==> config.mk <==
export PLATFORM = sky130hd
export DESIGN_NAME = instruction_fetch_unit
export DESIGN_NICKNAME = d
export VERILOG_FILES = /design/src/rtl/instruction_fetch_unit.sv
export SDC_FILE = /design/constraint.sdc
export NUM_CORES = 1
export LEC_CHECK = 0
export ABC_AREA = 1
export BUFFER_PORTS_ARGS = -buffer_cell sky130_fd_sc_hd__buf_4
export CAP_MARGIN = 40
export CELL_PAD_IN_SITES_DETAIL_PLACEMENT = 1
export CELL_PAD_IN_SITES_GLOBAL_PLACEMENT = 2
export CORE_UTILIZATION = 26
export CTS_CLUSTER_SIZE = 30
export DETAILED_ROUTE_END_ITERATION = 7
export GPL_ROUTABILITY_DRIVEN = 0
export GPL_TIMING_DRIVEN = 0
export PLACE_DENSITY_LB_ADDON = 0.1
export SYNTH_ARGS = -nofsm -noshare
export SYNTH_HDL_FRONTEND = slang
export SYNTH_SLANG_ARGS = --single-unit
==> constraint.sdc <==
create_clock -name clock -period 2.75 [get_ports clock]
set_input_delay 0.1375 -clock clock [delete_from_list [all_inputs] [get_ports clock]]
set_output_delay 0.1375 -clock clock [all_outputs]
set_load 0.02 [all_outputs]
==> src/rtl/instruction_fetch_unit.sv <==
`default_nettype none
// ============================================================================
//  Module   : instruction_fetch_unit
//  Brief    : Single-issue fetch stage with jump flush, stall hold and halt.
//  Revision : 1.0
// ============================================================================
module instruction_fetch_unit #(
    parameter logic [9:0]  RESET_PC     = 10'd0,
    parameter int unsigned MEMORY_DEPTH = 1024,
    parameter logic [31:0] NOP_WORD     = 32'b0110_1100_0000_0000_0000_0000_0000_0000
) (
    input  logic        clock,
    input  logic        reset,
    input  logic        stall,
    input  logic        jump_enable,
    input  logic [9:0]  jump_address,
    input  logic        halt,
    input  logic [31:0] iRAMOutput,
    output logic [9:0]  address,
    output logic [31:0] instruction,
    output logic [9:0]  instruction_pc,
    output logic        instruction_valid,
    output logic        halted
);

    localparam logic [9:0] LAST_PC = 10'(MEMORY_DEPTH - 1);

    typedef enum logic [0:0] {
        ST_RUN    = 1'b0,
        ST_HALTED = 1'b1
    } state_t;

    state_t      state, state_next;
    logic [9:0]  pc, pc_next;
    logic [31:0] instr_next;
    logic [9:0]  instr_pc_next;
    logic        valid_next;

    logic [9:0]  pc_plus;
    logic [9:0]  jump_target;

    // Increment wraps only at the last RAM word, never at the 10-bit boundary.
    assign pc_plus     = (pc == LAST_PC) ? 10'd0 : pc + 10'd1;
    assign jump_target = 10'(32'(jump_address) % 32'(MEMORY_DEPTH));

    always_ff @(posedge clock) begin
        if (reset) begin
            state             <= ST_RUN;
            pc                <= RESET_PC;
            instruction       <= NOP_WORD;
            instruction_pc    <= RESET_PC;
            instruction_valid <= 1'b0;
        end else begin
            state             <= state_next;
            pc                <= pc_next;
            instruction       <= instr_next;
            instruction_pc    <= instr_pc_next;
            instruction_valid <= valid_next;
        end
    end

    always_comb begin
        state_next    = state;
        pc_next       = pc;
        instr_next    = instruction;
        instr_pc_next = instruction_pc;
        valid_next    = instruction_valid;

        unique case (state)
            ST_RUN: begin
                if (jump_enable) begin
                    // One-cycle flush; instruction_pc keeps the last real fetch.
                    pc_next    = jump_target;
                    instr_next = NOP_WORD;
                    valid_next = 1'b0;
                end else if (halt) begin
                    state_next = ST_HALTED;
                    instr_next = NOP_WORD;
                    valid_next = 1'b0;
                end else if (!stall) begin
                    pc_next       = pc_plus;
                    instr_next    = iRAMOutput;
                    instr_pc_next = pc;
                    valid_next    = 1'b1;
                end
            end
            ST_HALTED: begin
                state_next = ST_HALTED;
            end
            default: begin
                state_next = ST_RUN;
            end
        endcase
    end

    assign address = pc;
    assign halted  = (state == ST_HALTED);

endmodule
`default_nettype wire

==> results.env, run 1 <==
CLKSLEWWORSTSETUPHOLDPATHS_NS=0.10
GLOBAL_ROUTE_WIRE_LENGTH_BEFORE_REPAIR_UM=10600
POWER.SWITCHING_FRACTION=0.276
ENDPOINT_KIND='flip-flop'
POSTSYNTHNETCOUNT=328
CTS.REPAIR_TIMING.SETUP_BUFFER_COUNT=0
SYNTHESIS.YOSYS.WARNINGS=0
YOSYS.AREA.TOP_TYPE='dfxtp_1'
CTSHTREEMAXLEVEL=2
DETAIL_ROUTE.WIRELENGTH_UM=6640
TIMING_HOLD_VIOLATIONS_FINAL=0
SYNTH.AVG_CELL_AREA_UM2=7.62
DRC=0
WORST_PATH_DOMINANT_CELL_FAMILY='simple AND/OR/NAND/NOR gates'
CRITICAL_REGISTER_TO_REGISTER_PATH_STARTPOINT='address[1]'
CLOCK_SINKS=54
SYNTH_COMPOUND_GATE_AREA_SHARE=0.217
ANTENNADIODECOUNT=0
SYN2LAYOUT_AREA_GROWTH_PCT=45.8
SYNTHESIS.AREA_UM2=2130
MAX_SLEW_VIO_COUNT=0
POST_ROUTE_WORST_SETUP_SLACK_NS=0.874
POWER.SHARE.SEQUENTIAL=0.501
PORT-BUFFER-COUNT=99
WORST_REG_TO_REG_PATH_CELL_COUNT=8
START_KIND='flip-flop'
STATIC-LEAKAGE-POWER_uW=0.00137
CP.BUFFERS_INVERTERS=1
RRSETUPSLACK_NS=0.87
SYNTH_TOP_FAMILY_BY_AREA='compound AO/OA/AOI/OAI gates'
DR.PASS1.ITERS=4
DESIGN.CORE.AREA_UM2=7850
SYNTH.AREA.TOP_CELLS='dfxtp_1 51%, nand2_1 14%, a21oi_1 13%'
VIAS=2210
WORST-ENDPOINT-REQUIRED_NS=2.94
NET-SWITCHING-POWER_uW=468
FINAL_NETS=434
CTS_TREE='built'
FINALSETUPVIOLCOUNT=0
CLOCK_SKEW_NS=0.00606
CRITICAL_PATH_ARRIVAL_NS=2.07
CRIT_TYPE='reg2reg'
MIN_PERIOD_OVER_PERIOD=0.682
INITIAL_UTIL=0.272
WORSTPATHMAXFANOUT=5
POSTCTSRESIZEDCELLS=0
AVGROUTEDWIREPERCELL_UM=13.6
MAX_CLOCK_FREQ_GHz=0.533
RUN_STATUS='complete, no violations'
WORST_HOLD_PATH.NUM_CELLS=3
HOLD_SLACK_NS=0.0411
FP.DIEAREA_UM2=8570
FILLER_CELL_COUNT=995
CLOCKROOTBUFFER='clkbuf_8'
IO-PIN-COUNT=101
GRT.OVERFLOW.TOTAL=0
MAX_CAP_VIOLATIONS=0
WORSTMARGINPINSLEW_NS=0.535
INTERNAL_POWER_uW=1230
AVGVIACOUNTPERCELL=4.52
NUM_ROWS=32
MAX_SLEW_MARGIN=0.643
POST_SYNTH_FA_HA_MAJ_AREA_FRACTION=0.00587
WORST_PATH_MAX_DELAY_CELL='dfxtp_1'
FINAL_CORE_UTILIZATION=0.396
CLK_LATENCY_NS=0.30
ANTENNA_LEFT=0
CRIT_CHAIN='ha_1, nand2_1, nor2_1, nand2_1, o21ai_0, inv_1, o21ai_0, a21oi_1'
SYNTH_XOR_AREA_FRAC=0
DESIGN_AREA_UM2=3110
FINAL_PERIOD_MINUS_WORST_SETUP_SLACK_NS=1.88
FLOORPLAN.DIE.WIDTH_UM=92.6
GLOBAL_ROUTE.USAGE.TOTAL=0.159
SHARE_OF_TOTAL_POWER_IN_COMBINATIONAL_LOGIC=0.184
INITIAL_ANTENNA_VIOLATION_COUNT=0
DRIVE_ABOVE_1_SHARE=0.305
CLOCKPOWERSHARE=0.315
CTS.HOLD.BUFFERS_ADDED=0
IRDROPWORSTVDD_mV=0.285
FP.DIEH_UM=92.6
CTSLONGESTPATHBUFFERS=2
RSZ0062_AT_GRT='false'
DETAILED_PLACE_HPWL_UM=4880
DRT_FIRST_ITER_VIOLATIONS=48
SYNTH_MUX_AREA_FRAC=0
HOLD_PATH_STARTPOINT='iRAMOutput[27]'
YOSYS.AREA.TOP_TYPE_SHARE=0.507
WORST_HOLD_PATH_TYPE='in2reg'
POWER-PER-CELL-AREA_nW_PER_UM2=546
DPL-INSTANCE-AREA_UM2=3000
POST_SYNTH_AND_OR_NAND_NOR_AREA_FRACTION=0.198
DP_WORST_SETUP_SLACK_NS=0.921
NUMCTSBUFFERS=5
YS_SEQ_AREA_FRAC=0.507
FINAL_SUM_OF_NEGATIVE_SETUP_SLACK_NS=0
FIRST_GLOBAL_VIAS=2069
YS_SEQ_ELEMENTS=54
HOLD-PATH-ENDPOINT='instruction[27]'
WORST_PATH_LARGEST_CELL_DELAY_NS=0.43
WORSTREG2REGEND='address[3]'
SYNTH_CELL_TYPE_COUNT=22
SYNTH_CELLS=280
MAXIMUM_NUMBER_OF_PINS_ON_ONE_NET_BEFORE_GLOBAL_ROUTE_REPAIR=16
==> routing by layer <==
layer / global-route usage / up-vias / routed length (um)
met5: 0 / - / 0
met3: 0.0337 / 6 / 377
li1: - / 1130 / -
met1: 0.227 / 1007 / 3350
met2: 0.239 / 67 / 2840
met4: 0.0430 / 0 / 69
==> cell families after synthesis <==
kind of cell / Yosys count
and+or+nand+nor: 107
AOI/OAI and AO/OA: 87
DFF: 54
buffers and inverters: 31
adders and majority gates: 1
==> worst max path at each step <==
stage	slack (ns)	to	startpoint	cells after the start
floorplan	1.16	address[3]	address[1]	8
global placement	0.93	address[3]	address[1]	8
detailed placement	0.92	address[3]	address[1]	8
CTS	0.90	address[3]	address[1]	8
global route	0.76	address[3]	address[1]	8
finish	0.87	address[3]	address[1]	8
==> cells in the final DEF, fill, tap and decap left out, types with 3 or more instances in the layout <==
cell type    n
buf_6        4
nor2_1      22
o21ai_0     21
nand3_1      5
inv_1       14
dfxtp_1     54
buf_4      100
clkbuf_8     5
a21oi_1     54
clkbuf_1     9
buf_2        3
nand2_1     78
o22ai_1      4
==> registers in the layout (all words and copies together) (netlist names) <==
name and flops:
instruction_pc 10, instruction_valid 1, instruction 32, address 10, halted 1
==> worst reg2reg max path, cell delays in order (launching register included) <==
cell,delay (ns)
dfxtp_1,0.43
ha_1,0.22
nand2_1,0.10
nor2_1,0.36
nand2_1,0.17
o21ai_0,0.17
inv_1,0.13
o21ai_0,0.10
a21oi_1,0.09
==> power groups by stage <==
stage                     Combinational (uW)  Sequential (uW)  Clock (uW)
after global placement                   315              868           0
after global routing                     345              857         594
after detailed placement                 317              870           0
final                                    313              851         535
after CTS                                318              852         559
after floorplan                          117              911           0
==> cells in the mapped netlist <==
library cell and count:
nand2_1 78, a21oi_1 54, dfxtp_1 54, nor2_1 22
o21ai_0 21, inv_1 14, clkbuf_1 7, nand3_1 5
buf_6 4, o22ai_1 4, buf_2 3, a22oi_1 2
inv_2 2, o21ai_1 2, a211oi_1 1, a31oi_1 1
buf_4 1, ha_1 1, nand2_4 1, nor2_4 1
o21a_1 1, o21ai_4 1
==> through the flow <==
step | cells | total power, uW
6_report | 489 | 1700
5_1_grt | 489 | 1800
4_1_cts | 489 | 1730
3_5_place_dp | 481 | 1190
3_3_place_gp | 481 | 1180
2_1_floorplan | 280 | 1030
==> layout make-up <==
| type | count | area (um^2) | share of cell area |
|---|---|---|---|
| Timing Repair Buffer | 99 | 743 | 0.239 |
| Clock buffer | 7 | 76.3 | 0.0245 |
| Inverter | 16 | 60.1 | 0.0193 |
| Sequential cell | 54 | 1080 | 0.348 |
| Clock inverter | 1 | 30.0 | 0.00965 |
| Multi-Input combinational cell | 195 | 898 | 0.289 |
| Tap cell | 102 | 128 | 0.0410 |
| Buffer | 15 | 93.8 | 0.0302 |
No activity file was read; power rests on OpenSTA's default activity.
==> inputs of run 2 (changes only) <==
Settings changed: CORE_UTILIZATION 26 to 24.
Clock period 2.75 ns to 1.8 ns, I/O delays scaled along.
==> results.env, run 2 (synthesis results as in run 1) <==
RUN_STATUS='complete, no violations'  # unchanged
MAX_CAP_VIOLATIONS=0  # unchanged
WORST_REG_TO_REG_PATH_CELL_COUNT=8  # unchanged
CRITICAL_PATH_ARRIVAL_NS=1.76  # was 2.07 ns
FINAL_SUM_OF_NEGATIVE_SETUP_SLACK_NS=0  # unchanged
POWER-PER-CELL-AREA_nW_PER_UM2=829  # was 546 nW/um^2
MIN_PERIOD_OVER_PERIOD=0.872  # was 0.682
LARGEST_REGISTER_FF_COUNT=32  # unchanged
WORST_HOLD_PATH.NUM_CELLS=3  # unchanged
AVGVIACOUNTPERCELL=4.47  # was 4.52
INTERNAL_POWER_uW=1910  # was 1230 uW
WORST-ENDPOINT-REQUIRED_NS=1.99  # was 2.94 ns
COMMONEST_CELLS_AFTER_ROUTING_FILL_AND_TAPS_ASIDE='100 x buf_4, 78 x nand2_1, 54 x a21oi_1, 52 x dfxtp_1'  # was 100 x buf_4, 78 x nand2_1, 54 x a21oi_1, 54 x dfxtp_1, 22 x nor2_1
START_KIND='flip-flop'  # unchanged
CRIT_CHAIN='ha_1, nand2_1, nor2_4, nand2_1, o21ai_0, inv_1, o21ai_0, a21oi_1'  # was ha_1, nand2_1, nor2_1, nand2_1, o21ai_0, inv_1, o21ai_0, a21oi_1
MAXIMUM_NUMBER_OF_PINS_ON_ONE_NET_BEFORE_GLOBAL_ROUTE_REPAIR=16  # unchanged
DETAILED_PLACE_HPWL_UM=5090  # was 4880 um
MAX_SLEW_MARGIN=0.661  # was 0.643
WORST_HOLD_PATH_TYPE='in2reg'  # unchanged
ENDPOINT_KIND='flip-flop'  # unchanged
WORSTPATHMAXFANOUT=5  # unchanged
FLOORPLAN.DIE.WIDTH_UM=96.3  # was 92.6 um
INITIAL_ANTENNA_VIOLATION_COUNT=0  # unchanged
GRT.OVERFLOW.TOTAL=0  # unchanged
VIAS=2222  # was 2210
MAX_FLOP_REGISTER='instruction'  # unchanged
AVGROUTEDWIREPERCELL_UM=13.9  # was 13.6 um
CLK_LATENCY_NS=0.30  # about the same
DESIGN.CORE.AREA_UM2=8680  # was 7850 um^2
FINALSETUPVIOLCOUNT=0  # unchanged
FINAL_NETS=437  # was 434
RRSETUPSLACK_NS=0.23  # was 0.87 ns
POST_ROUTE_WORST_SETUP_SLACK_NS=0.230  # was 0.874 ns
MAX_SLEW_VIO_COUNT=0  # unchanged
DRIVE_ABOVE_1_SHARE=0.314  # was 0.305
CLOCK_SKEW_NS=0.00557  # was 0.00606 ns
IO-PIN-COUNT=101  # unchanged
HOLD_SLACK_NS=0.0169  # was 0.0411 ns
MAX_CLOCK_FREQ_GHz=0.637  # was 0.533 GHz
ANTENNADIODECOUNT=0  # unchanged
CLOCKPOWERSHARE=0.319  # was 0.315
NUMCTSBUFFERS=5  # unchanged
CRIT_TYPE='reg2reg'  # unchanged
CLOCK_SINKS=54  # unchanged
IRDROPWORSTVDD_mV=0.479  # was 0.285 mV
FP.DIEAREA_UM2=9270  # was 8570 um^2
NET-SWITCHING-POWER_uW=710  # was 468 uW
CTS_TREE='built'  # unchanged
DRT_FIRST_ITER_VIOLATIONS=85  # was 48
GLOBAL_ROUTE_WIRE_LENGTH_BEFORE_REPAIR_UM=10600  # about the same
FP.DIEH_UM=96.3  # was 92.6 um
DR.PASS1.ITERS=4  # unchanged
WORST_PATH_MAX_DELAY_CELL='dfxtp_2'  # was dfxtp_1
NUMPLACEDINSTANCES=487  # was 481
DP_WORST_SETUP_SLACK_NS=0.0247  # was 0.921 ns
DRC=0  # unchanged
FIRST_GLOBAL_VIAS=2030  # was 2069
WORSTMARGINPINSLEW_NS=0.508  # was 0.535 ns
WORST_PATH_LARGEST_CELL_DELAY_NS=0.39  # was 0.43 ns
SYN2LAYOUT_AREA_GROWTH_PCT=48.3  # was 45.8%
CLKSLEWWORSTSETUPHOLDPATHS_NS=0.09  # was 0.10 ns
CTSLONGESTPATHBUFFERS=2  # unchanged
INITIAL_UTIL=0.246  # was 0.272
FINAL_PERIOD_MINUS_WORST_SETUP_SLACK_NS=1.57  # was 1.88 ns
POWER.SHARE.SEQUENTIAL=0.496  # was 0.501
FINAL_CORE_UTILIZATION=0.365  # was 0.396
CLOCKROOTBUFFER='clkbuf_8'  # unchanged
SHARE_OF_TOTAL_POWER_IN_COMBINATIONAL_LOGIC=0.185  # was 0.184
INSTANCES_NO_FILL=497  # was 489
DETAIL_ROUTE.WIRELENGTH_UM=6900  # was 6640 um
ANTENNA_LEFT=0  # unchanged
CTSHTREEMAXLEVEL=2  # unchanged
PORT-BUFFER-COUNT=99  # unchanged
NUM_ROWS=34  # was 32
MOSTFREQUENTLAYOUTCELL='buf_4'  # unchanged
GLOBAL_ROUTE.USAGE.TOTAL=0.149  # was 0.159
STATIC-LEAKAGE-POWER_uW=0.00139  # was 0.00137 uW
TIMING_HOLD_VIOLATIONS_FINAL=0  # unchanged
POWER.SWITCHING_FRACTION=0.270  # was 0.276
## run 2: cell count changes in the layout (fill, tap and decap cells not counted), sizes merged
cell	previous run	this run
clkbuf	14	13
dlygate4sd3	0	3
## run 2: cell type report
| cell class | instances | area [um^2] |
|---|---|---|
| fill | 1108 | 5510 |
| sequential | 54 | 1080 |
| multi-input combinational | 195 | 906 |
| timing repair buffer | 102 | 773 |
| tap | 108 | 135 |
| buffer | 15 | 93.8 |
| clock buffer | 6 | 82.6 |
| inverter | 16 | 60.1 |
| clock inverter | 1 | 30.0 |
## run 2: critical path, delay by kind of cell (launching register included)
kind	cells	cell delay, ns
AOI/OAI and AO/OA	3	0.35
adders and majority gates	1	0.19
buffers and inverters	1	0.13
DFF	1	0.39
and+or+nand+nor	3	0.40
## run 2: path summary, 6_finish.rpt
path | end | startpoint
worst min register to register | instruction_valid | instruction_valid
worst max-delay path | address[3] | address[1]
worst min-delay path | instruction[26] | iRAMOutput[26]
worst max register to register | address[3] | address[1]
## run 2: stage by stage
stage | total power (uW) | instance area (um^2)
detailed placement | 1820 | 3010
global placement | 1810 | 3010
finish | 2620 | 3160
floorplan | 1570 | 2130
global route | 2760 | 3160
CTS | 2680 | 3150
## run 2: repair_timing
action | in CTS | in global routing
gates resized for setup | 0 | 4
hold endpoints to repair | 3 | 0
setup endpoints to repair | 0 | 6
hold buffers | 3 | 0
setup buffers | 0 | 0
## run 2: power by group through the flow
stage | clock network [uW] | registers (uW) | logic, uW
CTS | 882 | 1300 | 496
global route | 912 | 1310 | 537
detailed placement | 0 | 1330 | 489
global placement | 0 | 1330 | 485
floorplan | 0 | 1390 | 179
finish | 836 | 1300 | 485
## run 2: layer usage
metal	vias to the layer above	track usage	wire length, um
li1	1137	-	-
met1	1024	0.205	3290
met2	57	0.239	3180
met3	4	0.0332	392
met4	0	0.0299	45
met5	-	0	0
==> inputs of run 3 (changes only) <==
Settings changed: PLACE_DENSITY_LB_ADDON 0.1 to 0.15.
==> results.env, run 3 (synthesis results as in run 1) <==
GRT_USE_MET2=0.234  # was 0.239
DETAILED_PLACE_HPWL_UM=5120  # was 5090 um
HOLD_SLACK_NS=0.0179  # was 0.0169 ns
IRDROPWORSTVDD_mV=0.276  # was 0.479 mV
FINAL_CORE_UTILIZATION=0.364  # was 0.365
DRIVE_ABOVE_1_SHARE=0.315  # was 0.314
CLOCK_SKEW_NS=0.00743  # was 0.00557 ns
CRITICAL_REGISTER_TO_REGISTER_PATH_STARTPOINT='address[1]'  # unchanged
DR.PASS1.ITERS=4  # unchanged
CLOCKROOTBUFFER='clkbuf_8'  # unchanged
INITIAL_UTIL=0.246  # unchanged
FINAL_SUM_OF_NEGATIVE_SETUP_SLACK_NS=0  # unchanged
CTSHTREEMAXLEVEL=2  # unchanged
ANTENNADIODECOUNT=0  # unchanged
CLK_LATENCY_NS=0.30  # about the same
WORSTMARGINPINSLEW_NS=0.564  # was 0.508 ns
INITIAL_ANTENNA_VIOLATION_COUNT=0  # unchanged
INSTANCES_NO_FILL=499  # was 497
DESIGN.CORE.AREA_UM2=8680  # unchanged
CP-STARTPOINT='address[1]'  # unchanged
SYN2LAYOUT_AREA_GROWTH_PCT=48.0  # was 48.3%
FINALSETUPVIOLCOUNT=0  # unchanged
WORSTREG2REGEND='address[3]'  # unchanged
DRT_FIRST_ITER_VIOLATIONS=47  # was 85
MET1_USAGE_GRT=0.200  # was 0.205
PORT-BUFFER-COUNT=99  # unchanged
FP.DIEH_UM=96.3  # unchanged
INTERNAL_POWER_uW=1780  # was 1910 uW
POWER-PER-CELL-AREA_nW_PER_UM2=797  # was 829 nW/um^2
GLOBAL_ROUTE_WIRE_LENGTH_BEFORE_REPAIR_UM=10500  # was 10600 um
DETAIL_ROUTE.WIRELENGTH_UM=6910  # was 6900 um
FINAL_PERIOD_MINUS_WORST_SETUP_SLACK_NS=1.56  # was 1.57 ns
GLOBALROUTEMET3UTIL=0.0340  # was 0.0332
CTSLONGESTPATHBUFFERS=2  # unchanged
AVGROUTEDWIREPERCELL_UM=13.9  # about the same
CRIT_TYPE='reg2reg'  # unchanged
DRC=0  # unchanged
AVGVIACOUNTPERCELL=4.50  # was 4.47
VIAS=2244  # was 2222
CTS.REPAIR_TIMING.SETUP_BUFFER_COUNT=0  # unchanged
MAX_CAP_VIOLATIONS=0  # unchanged
WORST_HOLD_PATH_TYPE='in2reg'  # unchanged
POWER.SWITCHING_FRACTION=0.292  # was 0.270
LARGEST_REGISTER_FF_COUNT=32  # unchanged
CLOCK_SINKS=54  # unchanged
GRT.OVERFLOW.TOTAL=0  # unchanged
MAX_SLEW_MARGIN=0.624  # was 0.661
WORST_REG_TO_REG_PATH_CELL_COUNT=8  # unchanged
NUMPLACEDINSTANCES=487  # unchanged
SHARE_OF_TOTAL_POWER_IN_COMBINATIONAL_LOGIC=0.194  # was 0.185
STATIC-LEAKAGE-POWER_uW=0.00139  # about the same
NUM_ROWS=34  # unchanged
RUN_STATUS='complete, no violations'  # unchanged
MAX_CLOCK_FREQ_GHz=0.642  # was 0.637 GHz
MAX_FLOP_REGISTER='instruction'  # unchanged
FP.DIEAREA_UM2=9270  # unchanged
RRSETUPSLACK_NS=0.24  # was 0.23 ns
START_KIND='flip-flop'  # unchanged
MIN_PERIOD_OVER_PERIOD=0.865  # was 0.872
ANTENNA_LEFT=0  # unchanged
IO-PIN-COUNT=101  # unchanged
ENDPOINT_KIND='flip-flop'  # unchanged
MAX_SLEW_VIO_COUNT=0  # unchanged
HOLD_PATH_STARTPOINT='iRAMOutput[0]'  # was iRAMOutput[26]
CRITICAL_PATH_ARRIVAL_NS=1.76  # about the same
NUMCTSBUFFERS=5  # unchanged
CLOCKPOWERSHARE=0.289  # was 0.319
FIRST_GLOBAL_VIAS=2102  # was 2030
BUSIEST_LAYER='met2'  # unchanged
MOSTFREQUENTLAYOUTCELL='buf_4'  # unchanged
CLKSLEWWORSTSETUPHOLDPATHS_NS=0.10  # was 0.09 ns
FILLER_CELL_COUNT=1108  # unchanged
WORSTPATHMAXFANOUT=5  # unchanged
CTS_TREE='built'  # unchanged
WORST-ENDPOINT-REQUIRED_NS=2.00  # was 1.99 ns
CRIT_PATH_END='address[3]'  # unchanged
TIMING_HOLD_VIOLATIONS_FINAL=0  # unchanged
NET-SWITCHING-POWER_uW=736  # was 710 uW
RSZ0062_AT_GRT='false'
COMMONEST_CELLS_AFTER_ROUTING_FILL_AND_TAPS_ASIDE='100 x buf_4, 78 x nand2_1, 54 x a21oi_1, 52 x dfxtp_1, 21 x nor2_1'  # was 100 x buf_4, 78 x nand2_1, 54 x a21oi_1, 52 x dfxtp_1
FINAL_NETS=438  # was 437
GLOBAL_ROUTE.USAGE.TOTAL=0.147  # was 0.149
MAXIMUM_NUMBER_OF_PINS_ON_ONE_NET_BEFORE_GLOBAL_ROUTE_REPAIR=17  # was 16
FLOORPLAN.DIE.WIDTH_UM=96.3  # unchanged
POWER.SHARE.SEQUENTIAL=0.517  # was 0.496
==> run 3: cell types whose count changed in the layout (fill, tap and decap cells not counted) <==
cell           before  now
o21ai_0            21   20
bufinv_16           1    0
dlygate4sd3_1       3    4
o21ai_1             2    3
clkinv_2            0    1
clkinvlp_4          0    1
==> run 3: worst max-delay path: stages, from the launching register on <==
cell and delay, ns:
dfxtp_2 0.39, ha_1 0.20, nand2_1 0.13, nor2_4 0.18
nand2_1 0.11, o21ai_1 0.13, inv_1 0.13, o21ai_0 0.11
a21oi_1 0.08
==> run 3: worst min-delay path by stage <==
stage               cells after the start              end  slack (ns)
finish                                  3   instruction[0]        0.02
global route                            3   instruction[8]        0.02
CTS                                     3   instruction[0]       0.008
detailed placement                      3  instruction[30]        0.32
global placement                        3  instruction[27]        0.31
floorplan                               2  instruction[26]        0.22
==> run 3: what timing repair did <==
item | CTS | global route
endpoints found under the setup margin | 0 | 5
hold endpoints to repair | 4 | 0
resized for setup | 0 | 5
hold buffers | 4 | 0
==> run 3: area by class of cell <==
class	count	area (um^2)	area share
Timing Repair Buffer	103	783	0.248
Clock buffer	6	82.6	0.0262
Sequential cell	54	1080	0.343
Clock inverter	2	12.5	0.00396
Buffer	15	93.8	0.0297
Multi-Input combinational cell	195	906	0.287
Tap cell	108	135	0.0428
Inverter	16	60.1	0.0190
==> run 3: stage by stage <==
stage | total power (uW) | area, um^2 | worst slack, ns
floorplan | 1570 | 2130 | 0.211
global placement | 1810 | 3010 | 0.0357
detailed placement | 1820 | 3010 | 0.0359
CTS | 2570 | 3150 | 0.00756
global route | 2660 | 3160 | 0.0675
finish | 2520 | 3160 | 0.243
==> run 3: power by group through the flow <==
stage	registers (uW)	logic, uW	clock network, uW
2_1_floorplan	1390	179	0
3_3_place_gp	1330	483	0
3_5_place_dp	1330	489	0
4_1_cts	1300	498	773
5_1_grt	1310	542	802
6_report	1300	488	726
==> run 3: per-layer routing <==
layer  vias to the layer above  wire [um]
met2                        55       3120
met1                      1046       3360
met4                         0         50
li1                       1138          -
met3                         5        383
met5                         -          0
